`config.mk`:
```
export PLATFORM = sky130hd
export DESIGN_NAME = traffic_light_controller
export DESIGN_NICKNAME = d
export VERILOG_FILES = /design/src/rtl/traffic_pkg.sv /design/src/rtl/traffic_light_controller_phase_timer.sv /design/src/rtl/traffic_light_controller.sv
export SDC_FILE = /design/constraint.sdc
export NUM_CORES = 1
export LEC_CHECK = 0
export ABC_AREA = 0
export CORE_AREA = 2 2 39 41
export DETAILED_ROUTE_END_ITERATION = 6
export DIE_AREA = 0 0 41 43
export SYNTH_ARGS = -nofsm -noshare
export SYNTH_HDL_FRONTEND = slang
export SYNTH_SLANG_ARGS = --single-unit
```
`constraint.sdc`:
```
create_clock -name clk -period 1.35 [get_ports clk]
set_input_delay 0.135 -clock clk [delete_from_list [all_inputs] [get_ports clk]]
set_output_delay 0.135 -clock clk [all_outputs]
set_load 0.01 [all_outputs]
```
`src/rtl/traffic_pkg.sv`:
```
// traffic_pkg: phase/lamp types, route indices and lamp-bus decode for the junction controller
package traffic_pkg;
    typedef enum logic [3:0] {
        BLUE_GREEN, BLUE_AMBER, BLUE_CLEAR,
        BLACK_GREEN, BLACK_AMBER, BLACK_CLEAR,
        YELLOW_GREEN, YELLOW_AMBER, YELLOW_CLEAR
    } phase_e;
    typedef enum logic [1:0] {RED = 2'b00, AMBER = 2'b01, GREEN = 2'b10} lamp_e;
    localparam int BLUE = 2;
    localparam int BLACK = 1;
    localparam int YELLOW = 0;
    function automatic logic [5:0] lamps(input phase_e p);
        logic [5:0] r;
        r = {3{RED}};
        case (p)
            BLUE_GREEN:   r[2*BLUE +: 2] = GREEN;
            BLUE_AMBER:   r[2*BLUE +: 2] = AMBER;
            BLACK_GREEN:  r[2*BLACK +: 2] = GREEN;
            BLACK_AMBER:  r[2*BLACK +: 2] = AMBER;
            YELLOW_GREEN: r[2*YELLOW +: 2] = GREEN;
            YELLOW_AMBER: r[2*YELLOW +: 2] = AMBER;
            default:      r = {3{RED}};
        endcase
        return r;
    endfunction
endpackage

```
`src/rtl/traffic_light_controller_phase_timer.sv`:
```
// phase_timer: loadable down-counter with zero flag, reset to INIT
module phase_timer #(
    parameter int W = 2,
    parameter logic [W-1:0] INIT = '0
) (
    input  logic         clk,
    input  logic         reset,
    input  logic         load,
    input  logic [W-1:0] load_val,
    output logic         zero
);
    logic [W-1:0] cnt;
    always_ff @(posedge clk or negedge reset)
        if (!reset) cnt <= INIT;
        else if (load) cnt <= load_val;
        else if (!zero) cnt <= cnt - W'(1);
    assign zero = cnt == '0;
endmodule

```
`src/rtl/traffic_light_controller.sv`:
```
// traffic_light_controller: fixed-time green/amber/clear rotation over blue, black and yellow routes
module traffic_light_controller
    import traffic_pkg::*;
#(
    parameter int GREEN_CYCLES = 4,
    parameter int AMBER_CYCLES = 2,
    parameter int CLEAR_CYCLES = 1
) (
    input  logic       clk,
    input  logic       reset,
    output logic [5:0] R
);
    localparam int MAXGA = GREEN_CYCLES > AMBER_CYCLES ? GREEN_CYCLES : AMBER_CYCLES;
    localparam int MAXC = MAXGA > CLEAR_CYCLES ? MAXGA : CLEAR_CYCLES;
    localparam int W = MAXC > 1 ? $clog2(MAXC) : 1;
    localparam logic [W-1:0] G = W'(GREEN_CYCLES - 1);
    localparam logic [W-1:0] A = W'(AMBER_CYCLES - 1);
    localparam logic [W-1:0] C = W'(CLEAR_CYCLES - 1);
    phase_e state, nxt;
    logic [W-1:0] dur;
    logic bad, zero;
    phase_timer #(.W(W), .INIT(G)) u_tmr (
        .clk(clk), .reset(reset), .load(zero | bad), .load_val(dur), .zero(zero)
    );
    always_ff @(posedge clk or negedge reset)
        if (!reset) state <= BLUE_GREEN;
        else if (zero | bad) state <= nxt;
    // Illegal encodings force a reload into BLUE_GREEN regardless of the counter.
    always_comb begin
        bad = state > YELLOW_CLEAR;
        nxt = (bad || state == YELLOW_CLEAR) ? BLUE_GREEN : phase_e'(state + 4'd1);
        dur = nxt inside {BLUE_GREEN, BLACK_GREEN, YELLOW_GREEN} ? G :
              nxt inside {BLUE_AMBER, BLACK_AMBER, YELLOW_AMBER} ? A : C;
    end
    assign R = lamps(state);
endmodule

```
[Word level (Yosys, flattened, before mapping)]
Index checks and enable logic that the tools add are counted.
Word-level totals
  output and inout bits: 6
  register bits after elaboration: 6
  input port bits: 2
  word-level logic and storage cells: 32
Cells by class
  bitwise operators: 1
  reduce and logical (&&, ||, !) cells: 6
  multiplexer cells: 8
  $add $sub $neg: 2
  eq/ne operators: 12
  magnitude comparators: 1
Operator list (number)
  $eq 4x3->1 const B: 6
  $pmux 2 s2: 3
  $eq 4x1->1 const B: 2
  $eq 4x2->1 const B: 2
  $logic_not 4->1: 2
  $mux 2: 3
  $reduce_bool 3->1: 2
  $add 4x1->4 const B: 1
  $eq 4x4->1 const B: 1
  $gt 4x4->1 const B: 1
  $mux 4: 1
  $logic_not 2->1: 1
  $ne 2x1->1 const B: 1
  $sub 2x1->2 const B: 1
  $logic_or 1x1->1: 1
  $mux 1: 1
  $or 1x1->1: 1

[Longest topological paths before layout]
Gate-level depths: netlist (run 1).
  depth after elaboration: 8
  gate-level depth with buffers: 6
  depth with buffers taken out: 5

[By module]
Synthesis (run 1) repeated with hierarchy kept, for this count alone.
Unflattened totals
  cells, all modules: 60
  area total of the unflattened synthesis: 548.0 µm²
By module, submodules not included
  traffic_light_controller: cells an instance 48, area each 431.7 µm², instances 1, seq. area each 100.1 µm²
  phase_timer: cells an instance 12, area each 116.4 µm², instances 1, seq. area each 52.6 µm²

[Least setup slack after synthesis (run 1)]
Ideal clock, no wire load.
  path type: reg2reg
  start point: reg state[0]
  end point: reg u_tmr.cnt[1]
  data required time: 1.259 ns
  path slack: -0.119 ns
  stages on the path, launching flop included: 7
  clock period less this slack: 1.469 ns
  library setup time: 0.091 ns
  arrival: 1.377 ns
  path buffers: 1
  cell sequence: dfrtp_1 > buf_2 > inv_1 > ha_1 > xnor2_2 > mux2i_1 > a32oi_1
On the way
  cells in the longest elaborated chain, start to end: 7
  elaborated cells between the ends (all ways): 13
  those cells by class: add/sub: 1; order compare: 1; eq/ne: 4; mux: 3; bitwise: 1; reduce/logical: 3
Ends and longest elaborated chain
  start: declaration: RTL line traffic_light_controller.sv:19  | phase_e state, nxt;
  start signal: assignment: RTL line traffic_light_controller.sv:27  | else if (zero | bad) state <= nxt;
  $gt 4x4->1 or $eq 4x4->1 (tied branches): RTL line traffic_light_controller.sv:30, traffic_light_controller.sv:31
  $logic_or 1x1->1: RTL line traffic_light_controller.sv:31  | nxt = (bad || state == YELLOW_CLEAR) ? BLUE_GREEN : phase_e'(state + 4'd1);
  $mux 4: RTL line traffic_light_controller.sv:31
  $eq 4x2->1 (tied with other cells): RTL line traffic_light_controller.sv:32  | dur = nxt inside {BLUE_GREEN, BLACK_GREEN, YELLOW_GREEN} ? G :
  $reduce_bool 3->1: RTL line traffic_light_controller.sv:32
  $mux 2: RTL line traffic_light_controller.sv:32
  $mux 2: RTL line traffic_light_controller_phase_timer.sv:15  | else if (load) cnt <= load_val;
  end signal: assignment: RTL line traffic_light_controller_phase_timer.sv:15
  end signal: assignment: RTL line traffic_light_controller_phase_timer.sv:16  | else if (!zero) cnt <= cnt - W'(1);
  end: declaration: RTL line traffic_light_controller_phase_timer.sv:12  | logic [W-1:0] cnt;
Several ways; a longest one is shown, not always the timed one.
A chain may end at the register's enable or synchronous reset.

[Final worst setup path (run 1)]
Ends and elaborated chain as after synthesis.

==> metrics, run 1 <==
GRT busiest layer=met2; actual slew at the worst max-slew pin=0.281 ns; # IOs=8; Synth Flop Type=dfrtp_1; met3 Track Usage GR=0.0524; largest net degree at the start of global routing=9; cell with the most instances after synthesis=and2_1; share of cells above drive strength 1=0.493; first-pass GRT wire length=1970 um; max cap viols=0; count of state elements after synthesis=6; crit path cell chain=buf_6, ha_4, buf_6, xnor2_2, mux2i_1, a32oi_1; violated checks=negative setup slack; number of flops mapped to enable cells by yosys=0; Crit path buffers/inverters=2; vias in the first global route=462; ys async rst share=1.00; clk_lat worst skew=0.25 ns; Netlist cell types=29; Max Buffers Root-to-Sink=2; Hold Fails Final Rpt=0; GRT Total Usage=0.168; critical path startpoint category=flip-flop; routability cong.=0.760; Pwr Density=505 nW/um^2; CP Capture Type=flip-flop; IR drop worst, VDD=0.000385 V; status=complete, but fails checks; die area=1760 sq um; Final Core Density=0.533; Placed Cells=80; Mean Syn Cell Area=9.47 sq um; total gr overflow=0; Leak=0.000375 uW; f_max=0.693 GHz; Initial Util=0.363; Post-Syn Area=502 sq um; DRC violations left=0; dominant cell type by area after synthesis=dfrtp_1; Vias=454; critical path class=flip-flop to flip-flop; Top delay family on crit path=flip-flops; Final #Nets=83; Synth Instances=53; RSZ-0062 raised after global routing=true; most instantiated cells after synthesis=6 x and2_1, 5 x ha_1, 5 x inv_1, 4 x dfrtp_1, 4 x nor2_1; endpoint arrival time on the critical path=1.60 ns; CTS Hold Bufs=0; reg-to-reg slack, setup=-0.09 ns; die height=43 um; CP max-delay cell=dfrtp_1; Slew HR=0.812; Hold Crit Class=primary input to async pin; Synthesized Nets=60; Sink Count=6; DRT Wirelength=1140 um; sequential cell area fraction in the yosys report=0.304; Final Power=372 uW; met2 usage=0.272; max-slew violations=0; Ys Warns=0; TritonCTS clock tree=yes; Critical Path Max Stage Delay=0.41 ns; worst-path fanout max=5; minimum clock period after layout=1.44 ns; required time worst endpoint=1.51 ns; area growth from synthesis to layout=46.9%; Core Footprint=1380 sq um; clk_skew=0.00994 ns; Num CTS Buffers=3; post-route ant nets=0; hold_ws=0.121 ns; width of the die=41 um; wire per inst=12.5 um; drt pass-1 iters=4; initial antenna violation count=0; Setup WS post-layout=-0.0937 ns; DRT iter0 DRCs=3; number of I/O port buffers=7; # setup viols final=5; period utilization=1.07; n_diodes=0; Non-Filler Instances=91; vias per inst=4.99; post-DP HPWL=806 um; share of the synthesized area in the top cell type=0.200; Row Count=14; CP dominant cell by count=buf_6; H-tree levels=1; Root Driver=clkbuf_4; met1 Use GR=0.181; clock slew at reported path FFs=0.05 ns; synth top area cells=dfrtp_1 20%, ha_1 12%, dfstp_2 10%
-- layout by cell type, fill, tap and decap left out, types with 2 or more instances in the layout --
master	count
and2_1	5
dfrtp_1	4
buf_4	11
buf_6	5
inv_2	2
ha_4	3
dfstp_2	2
nor2_1	3
nor2b_1	2
buf_2	5
clkbuf_4	3
a21o_1	2
inv_1	3
-- flip-flops by register name, summed over array words and instances (netlist names) --
signal,flops
u_tmr.cnt,2
state,4
-- cell families after synthesis --
family          after synthesis  share of synthesized area
simple gates                 18                      0.207
xor+xnor                      3                     0.0673
buf+inv                       9                      0.102
mux                           1                     0.0200
fa+ha+maj                     5                      0.125
compound gates               11                      0.175
flops                         6                      0.304
-- power breakdown --
part           internal [uW]  total, uW  switching (uW)
sequential               181        181               0
clock                    112        186            73.3
combinational           2.57       5.98            3.41
total                    296        372            76.7
-- repair_timing --
action,4_1_cts,5_1_grt
buffers inserted,6,1
gates resized for setup,33,5
pin swaps,3,4
endpoints found under the setup margin,8,10
-- stage by stage --
stage | instance area [sq um] | TNS [ns] | setup slack, ns
5_1_grt | 737 | -0.601 | -0.170
2_1_floorplan | 517 | 0 | 0.0173
3_3_place_gp | 632 | -0.499 | -0.110
6_report | 737 | -0.164 | -0.0937
4_1_cts | 706 | -0.163 | -0.0883
3_5_place_dp | 632 | -0.634 | -0.127
-- worst reg2reg max path: cells and delay by family, from the launching register on --
kind,cells,cell delay (ns)
adders and majority gates,1,0.16
xor gates and xnor gates,1,0.13
DFF,1,0.41
AOI/OAI and AO/OA,1,0.13
muxes,1,0.26
buffers and inverters,2,0.27
-- final timing paths --
kind                                           from                       end  cells after the start
min in group clk           u_tmr.cnt[0]$_DFFE_PN1P_  u_tmr.cnt[0]$_DFFE_PN1P_                      1
setup / recovery               state[0]$_DFFE_PN0N_  u_tmr.cnt[1]$_DFFE_PN1P_                      6
max in group asynchronous                     reset  u_tmr.cnt[0]$_DFFE_PN1P_                      1
setup reg to reg               state[0]$_DFFE_PN0N_  u_tmr.cnt[1]$_DFFE_PN1P_                      6
hold / removal                                reset      state[2]$_DFFE_PN0N_                      1
hold reg to reg            u_tmr.cnt[0]$_DFFE_PN1P_  u_tmr.cnt[0]$_DFFE_PN1P_                      1
-- layout make-up --
type                       count  area [sq um]
fill                         129           647
multi-input combinational     38           345
timing repair buffer          22           174
sequential                     6           153
clock buffer                   4          26.3
tap                           16          20.0
inverter                       5          18.8
-- metal layers --
| layer | vias to the layer above | routed length (um) |
|---|---|---|
| met5 | - | 0 |
| met4 | 0 | 19 |
| met3 | 4 | 66 |
| met2 | 12 | 603 |
| met1 | 216 | 449 |
| li1 | 222 | - |
No activity file was read; power rests on OpenSTA's default activity.
==> inputs of run 2 (changes only) <==
--- a/config.mk
+++ b/config.mk
@@ -12,3 +12,4 @@
 export SYNTH_ARGS = -nofsm -noshare
 export SYNTH_HDL_FRONTEND = slang
 export SYNTH_SLANG_ARGS = --single-unit
+export TNS_END_PERCENT = 50
==> results of run 2 <==
Same layout as run 1: the final DEF is identical, and so are final timing and power.
Main changes from that run: via count of the first global-routing pass 462 -> 460
==> inputs of run 3 (changes only) <==
--- a/config.mk
+++ b/config.mk
@@ -9,6 +9,7 @@
 export CORE_AREA = 2 2 39 41
 export DETAILED_ROUTE_END_ITERATION = 6
 export DIE_AREA = 0 0 41 43
+export HOLD_SLACK_MARGIN = 0.15
 export SYNTH_ARGS = -nofsm -noshare
 export SYNTH_HDL_FRONTEND = slang
 export SYNTH_SLANG_ARGS = --single-unit
==> constraint.sdc (replaced) <==
create_clock -name clk -period 1.8 [get_ports clk]
set_input_delay 0.18 -clock clk [delete_from_list [all_inputs] [get_ports clk]]
set_output_delay 0.18 -clock clk [all_outputs]
set_load 0.01 [all_outputs]
==> run 3 against run 2 <==
The run now ends clean. Cell count is 11% lower. First-iteration DRC count is 33% lower. Die area stayed put. Clock power is 30% lower. Clock-buffer cell count stayed put.
==> metrics, run 3 (synthesis gave the netlist of run 1 again) <==
clock slew at reported path FFs=0.05 ns (about the same); die area=1760 sq um (unchanged); Final #Nets=73 (-12%); # IOs=8 (unchanged); number of I/O port buffers=7 (unchanged); clk_lat worst skew=0.24 ns (about the same); # setup viols final=0 (-5); H-tree levels=1 (unchanged); Setup WS post-layout=0.101 ns (+0.195 ns); share of cells above drive strength 1=0.308 (-0.186); max FFs per register=4 (unchanged); Max Buffers Root-to-Sink=2 (unchanged); n_diodes=0 (unchanged); reg-to-reg slack, setup=0.39 ns (+0.48 ns); f_max=0.589 GHz; vias in the first global route=400; CP max-delay cell=clkdlybuf4s50_1; Hold Crit Class=primary input to async pin; Num CTS Buffers=3 (unchanged); Core Footprint=1380 sq um (unchanged); wire per inst=11.0 um (-12%); Hold Fails Final Rpt=0 (unchanged); Register Area=158 sq um (+3.3%); first-pass GRT wire length=1610 um (-18%); post-DP HPWL=647 um (-20%); Critical Path Max Stage Delay=0.52 ns (+0.11 ns); CTS Hold Bufs=0 (unchanged); most common cell after layout, fill and taps aside=and2_1; die height=43 um (unchanged); Leak=0.000364 uW (-3.0%); Slew HR=0.838 (+0.0255); initial antenna violation count=0 (unchanged); Top delay family on crit path=buffers and inverters; area growth from synthesis to layout=28.2%; GRT Total Usage=0.138 (-0.0298); TritonCTS clock tree=yes; IR drop worst, VDD=0.000266 V (-31%); Critical Path Start=state[0]$_DFFE_PN0N_; DRT Wirelength=894 um (-21%); routability cong.=0.779 (+2.6%); area of the multi-input gates=305 sq um (-12%); Largest Register=state; Pwr Density=419 nW/um^2 (-17%); drt pass-1 iters=4 (unchanged); Critical Path Stages=3 (-3); Worst setup endpoint=R[0]; critical path class=flip-flop to output port; endpoint arrival time on the critical path=1.52 ns (-0.08 ns); DRC violations left=0 (unchanged); max-slew violations=0 (unchanged); Sink Count=6 (unchanged); actual slew at the worst max-slew pin=0.243 ns (-0.0381 ns); CP Capture Type=output port; max cap viols=0 (unchanged); fillers=143 (+11%); required time worst endpoint=1.62 ns (+0.11 ns); post-route ant nets=0 (unchanged); minimum clock period after layout=1.70 ns; Fin Setup TNS=0 ns (+0.164 ns); crit path cell chain=ha_2, and2_1, clkdlybuf4s50_1; Top Registers=state (4), u_tmr.cnt (2); Row Count=14 (unchanged); DRT iter0 DRCs=2 (-1); width of the die=41 um (unchanged); commonest non-fill, non-tap cells in the layout=6 x and2_1, 5 x buf_4; period utilization=0.944; status=finished clean; Root Driver=clkbuf_4; total gr overflow=0 (unchanged); critical path startpoint category=flip-flop; Worst R2R Start=state[0]$_DFFE_PN0N_; FF-to-FF End=u_tmr.cnt[1]$_DFFE_PN1P_; Initial Util=0.363 (unchanged); RSZ-0062 raised after global routing=false; Vias=392 (-14%); R2R cell count=5 (-1); clk_skew=0.00525 ns (-0.00469 ns); vias per inst=4.84 (-3.0%); Crit path buffers/inverters=1 (-1); DP Worst Slack=0.112 ns (+0.239 ns); largest net degree at the start of global routing=10 (+1); worst-path fanout max=6 (+1)
==> run 3: metrics by stage <==
step,utilization,total power [uW],instance area (sq um),hold WS (ns),std cells
3_3_place_gp,0.415,142,574,0.425,74
3_5_place_dp,0.415,142,574,0.426,74
4_1_cts,0.454,278,628,0.164,81
5_1_grt,0.465,282,643,0.190,81
6_report,0.465,269,643,0.166,81
2_1_floorplan,-,137,502,-0.116,53
==> run 3: area by class of cell <==
class                      count  share of cell area
multi-input combinational     38               0.475
timing repair buffer          12               0.179
tap                           16              0.0311
sequential                     6               0.245
clock buffer                   4              0.0409
inverter                       5              0.0292
==> run 3: worst min-delay path by stage <==
| stage | endpoint | cells after the start |
|---|---|---|
| detailed placement | state[0]$_DFFE_PN0N_ | 1 |
| CTS | state[3]$_DFFE_PN0N_ | 1 |
| finish | state[1]$_DFFE_PN0N_ | 1 |
| floorplan | state[0]$_DFFE_PN0N_ | 0 |
| global route | state[3]$_DFFE_PN0N_ | 1 |
| global placement | state[1]$_DFFE_PN0N_ | 1 |
==> run 3: what timing repair did <==
action | in CTS | in global routing
buffers inserted | 3 | 0
endpoints found under the setup margin | 5 | 6
gates resized for setup | 4 | 7
==> run 3: worst reg2reg max path, cell delays in order, from the launching register on <==
cell	delay [ns]
dfrtp_2	0.39
inv_2	0.06
ha_1	0.38
xnor2_2	0.17
mux2i_1	0.20
a32oi_1	0.11
==> run 3: per-layer routing <==
layer,global-route usage,wire length (um),up-vias
li1,-,-,201
met4,0.120,0,0
met2,0.194,440,10
met5,0,0,-
met3,0.0314,32,0
met1,0.167,421,181
==> run 3: where the power goes <==
part           internal (uW)  switching (uW)  leakage, uW
logic                   1.93            2.19     0.000284
registers                135               0    0.0000646
clock network           83.8            46.0    0.0000150
==> variant (config.mk and constraints of run 2) <==
Change the package constant `BLUE` from 2 to 1.
--- a/src/rtl/traffic_pkg.sv
+++ b/src/rtl/traffic_pkg.sv
@@ -6,7 +6,7 @@
         YELLOW_GREEN, YELLOW_AMBER, YELLOW_CLEAR
     } phase_e;
     typedef enum logic [1:0] {RED = 2'b00, AMBER = 2'b01, GREEN = 2'b10} lamp_e;
-    localparam int BLUE = 2;
+    localparam int BLUE = 1;
     localparam int BLACK = 1;
     localparam int YELLOW = 0;
     function automatic logic [5:0] lamps(input phase_e p);
Check against the original RTL: not equivalent (Yosys sat finds a counterexample within 4 cycles, from zero or initial values and one cycle with reset low).
==> variant against run 2 <==
  * The run still ends with negative setup slack left
  * Global-route usage shrank 1.5 points
  * Maximum frequency up 0.33%
  * Final area decreased by 1.7%
  * Routed wire length down 5.4%
  * Area after synthesis rose by 4.2%
  * Total power rose by 3.4%
  * Sequential cell count stayed put
  * Setup slack better by 4.7 ps
  * Combinational power is 41% higher
  * Critical path type unchanged
  * Highest routed layer unchanged
==> variant: results (changes against run 2) <==
Leak = 0.3561 nW (was 0.3751 nW)
Synth top cells by count = 5 x ha_1, 5 x inv_1, 4 x dfrtp_1, 4 x nor2_1 (was 6 x and2_1, 5 x ha_1, 5 x inv_1, 4 x dfrtp_1, 4 x nor2_1)
largest net degree at the start of global routing = 11 (was 9)
# fillers = 132 (was 129)
initial DRC count = 4 (was 3)
WL/cell = 11.70 um (was 12.51 um)
Clock group = 196 uW (was 186 uW)
post-synthesis mux area share = 3.828% (was 1.995%)
Synth Warn # = 0 (unchanged)
pre-CTS WS = -168.5 ps (was -126.6 ps)
worst setup path end = u_tmr.cnt[0]$_DFFE_PN1P_ (was u_tmr.cnt[1]$_DFFE_PN1P_)
first-pass GRT wire length = 1731 um (was 1966 um)
detailed placement HPWL = 772.3 um (was 805.8 um)
top cell family by delay on the critical path = compound AO/OA/AOI/OAI gates (was flip-flops)
Min-Delay Path Class = in -> async (unchanged)
CTS buffer count = 3 (unchanged)
routed wire length = 1076 um (was 1138 um)
antenna cell count = 0 (unchanged)
top flop regs = state: 4 flops, u_tmr.cnt: 2 flops (unchanged)
Synth Area in Adders = 11.96% (was 12.47%)
Placer Congestion = 0.7923 (was 0.7595)
Critical Path Start = state[1]$_DFFE_PN0N_ (was state[0]$_DFFE_PN0N_)
post-synthesis sequential area ratio = 29.19% (was 30.42%)
clock skew = 2.137 ps (was 9.945 ps)
violated checks = negative setup slack (unchanged)
Arr. time, crit path = 1620 ps (was 1600 ps)
fin worst setup slack = -89.01 ps (was -93.72 ps)
Port Buffers = 5 (was 7)
met1 Resource Use GR = 16.39% (was 18.09%)
Avg Cell Area, Syn = 9.175 um^2 (was 9.467 um^2)
vias in the first global route = 412 (was 460)
GR Util met2 = 25.00% (was 27.19%)
CP max stage delay = 400 ps
Synth Area in Compound Gates = 16.51% (was 17.46%)
worst skew pair latency = 260 ps
H-tree lvl count = 1 (unchanged)
Layout Nets = 84 (was 83)
top post-synthesis cells by area = dfrtp_1 19%, ha_1 12%, dfstp_2 10% (was dfrtp_1 20%, ha_1 12%, dfstp_2 10%)
antenna violations before repair = 0 (unchanged)
Root Buffer = clkbuf_4 (unchanged)
R2R depth = 5 (was 6)
Most used DFF post-synth = dfrtp_1 (unchanged)
XOR/XNOR share of the synthesized area = 5.024% (was 6.733%)
routed vias = 450 (was 454)
outcome = finished with violations (unchanged)
Unique masters post-synth = 33 (was 29)
GR Util All Layers = 15.25% (was 16.78%)
share of post-route cells with drive strength above 1 = 44.74% (was 49.33%)
final setup fails = 6 (was 5)
drt pass-1 iters = 4 (unchanged)
M3 GR Usage = 6.283% (was 5.236%)
sw frac = 23.09% (was 20.60%)
Async S/R FF share, synth = 100.0% (unchanged)
Peak VDD IR = 0.4173 mV (was 0.3850 mV)
variant: layer usage:
metal  vias to the layer above  wire length [um]
met5                         -                 0
met1                       211               462
met2                        11               553
met3                         2                45
met4                         0                14
li1                        226                 -
variant: worst min path at each step:
stage | startpoint | end | slack (ps) | cells after the start
floorplan | reset | state[0]$_DFFE_PN0N_ | -160 | 0
global placement | reset | state[2]$_DFFE_PN0N_ | 400 | 1
detailed placement | reset | state[2]$_DFFE_PN0N_ | 400 | 1
CTS | reset | state[3]$_DFFE_PN0N_ | 130 | 1
global route | reset | state[3]$_DFFE_PN0N_ | 140 | 1
finish | reset | state[3]$_DFFE_PN0N_ | 120 | 1
variant: cell families (layout without fill, tap and decap cells):
family	after synthesis	count (layout)
compound gates	11	11
xor+xnor	3	3
fa+ha+maj	5	5
buf+inv	10	28
flops	6	6
mux	2	2
other cells	1	2
simple gates	19	19
variant: what timing repair did:
action	4_1_cts	5_1_grt
endpoints found under the setup margin	6	9
setup buffers	5	0
resized for setup	19	4
pin swaps	4	2
variant: stage by stage:
| stage | cell area (um^2) | TNS [ps] | power, mW |
|---|---|---|---|
| after global routing | 724.4 | -628.7 | 0.4030 |
| final | 724.4 | -335.5 | 0.3850 |
| after CTS | 705.7 | -381.0 | 0.3903 |
| after global placement | 650.6 | -518.1 | 0.1920 |
| after detailed placement | 650.6 | -592.5 | 0.1920 |
| after floorplan | 544.3 | -70.37 | 0.1899 |
variant: final cells by class:
cell class	instances	share of cell area, %
Timing Repair Buffer	19	21.07
Multi-Input combinational cell	42	48.53
Clock buffer	4	3.627
Inverter	5	2.936
Sequential cell	6	21.07
Tap cell	16	2.763
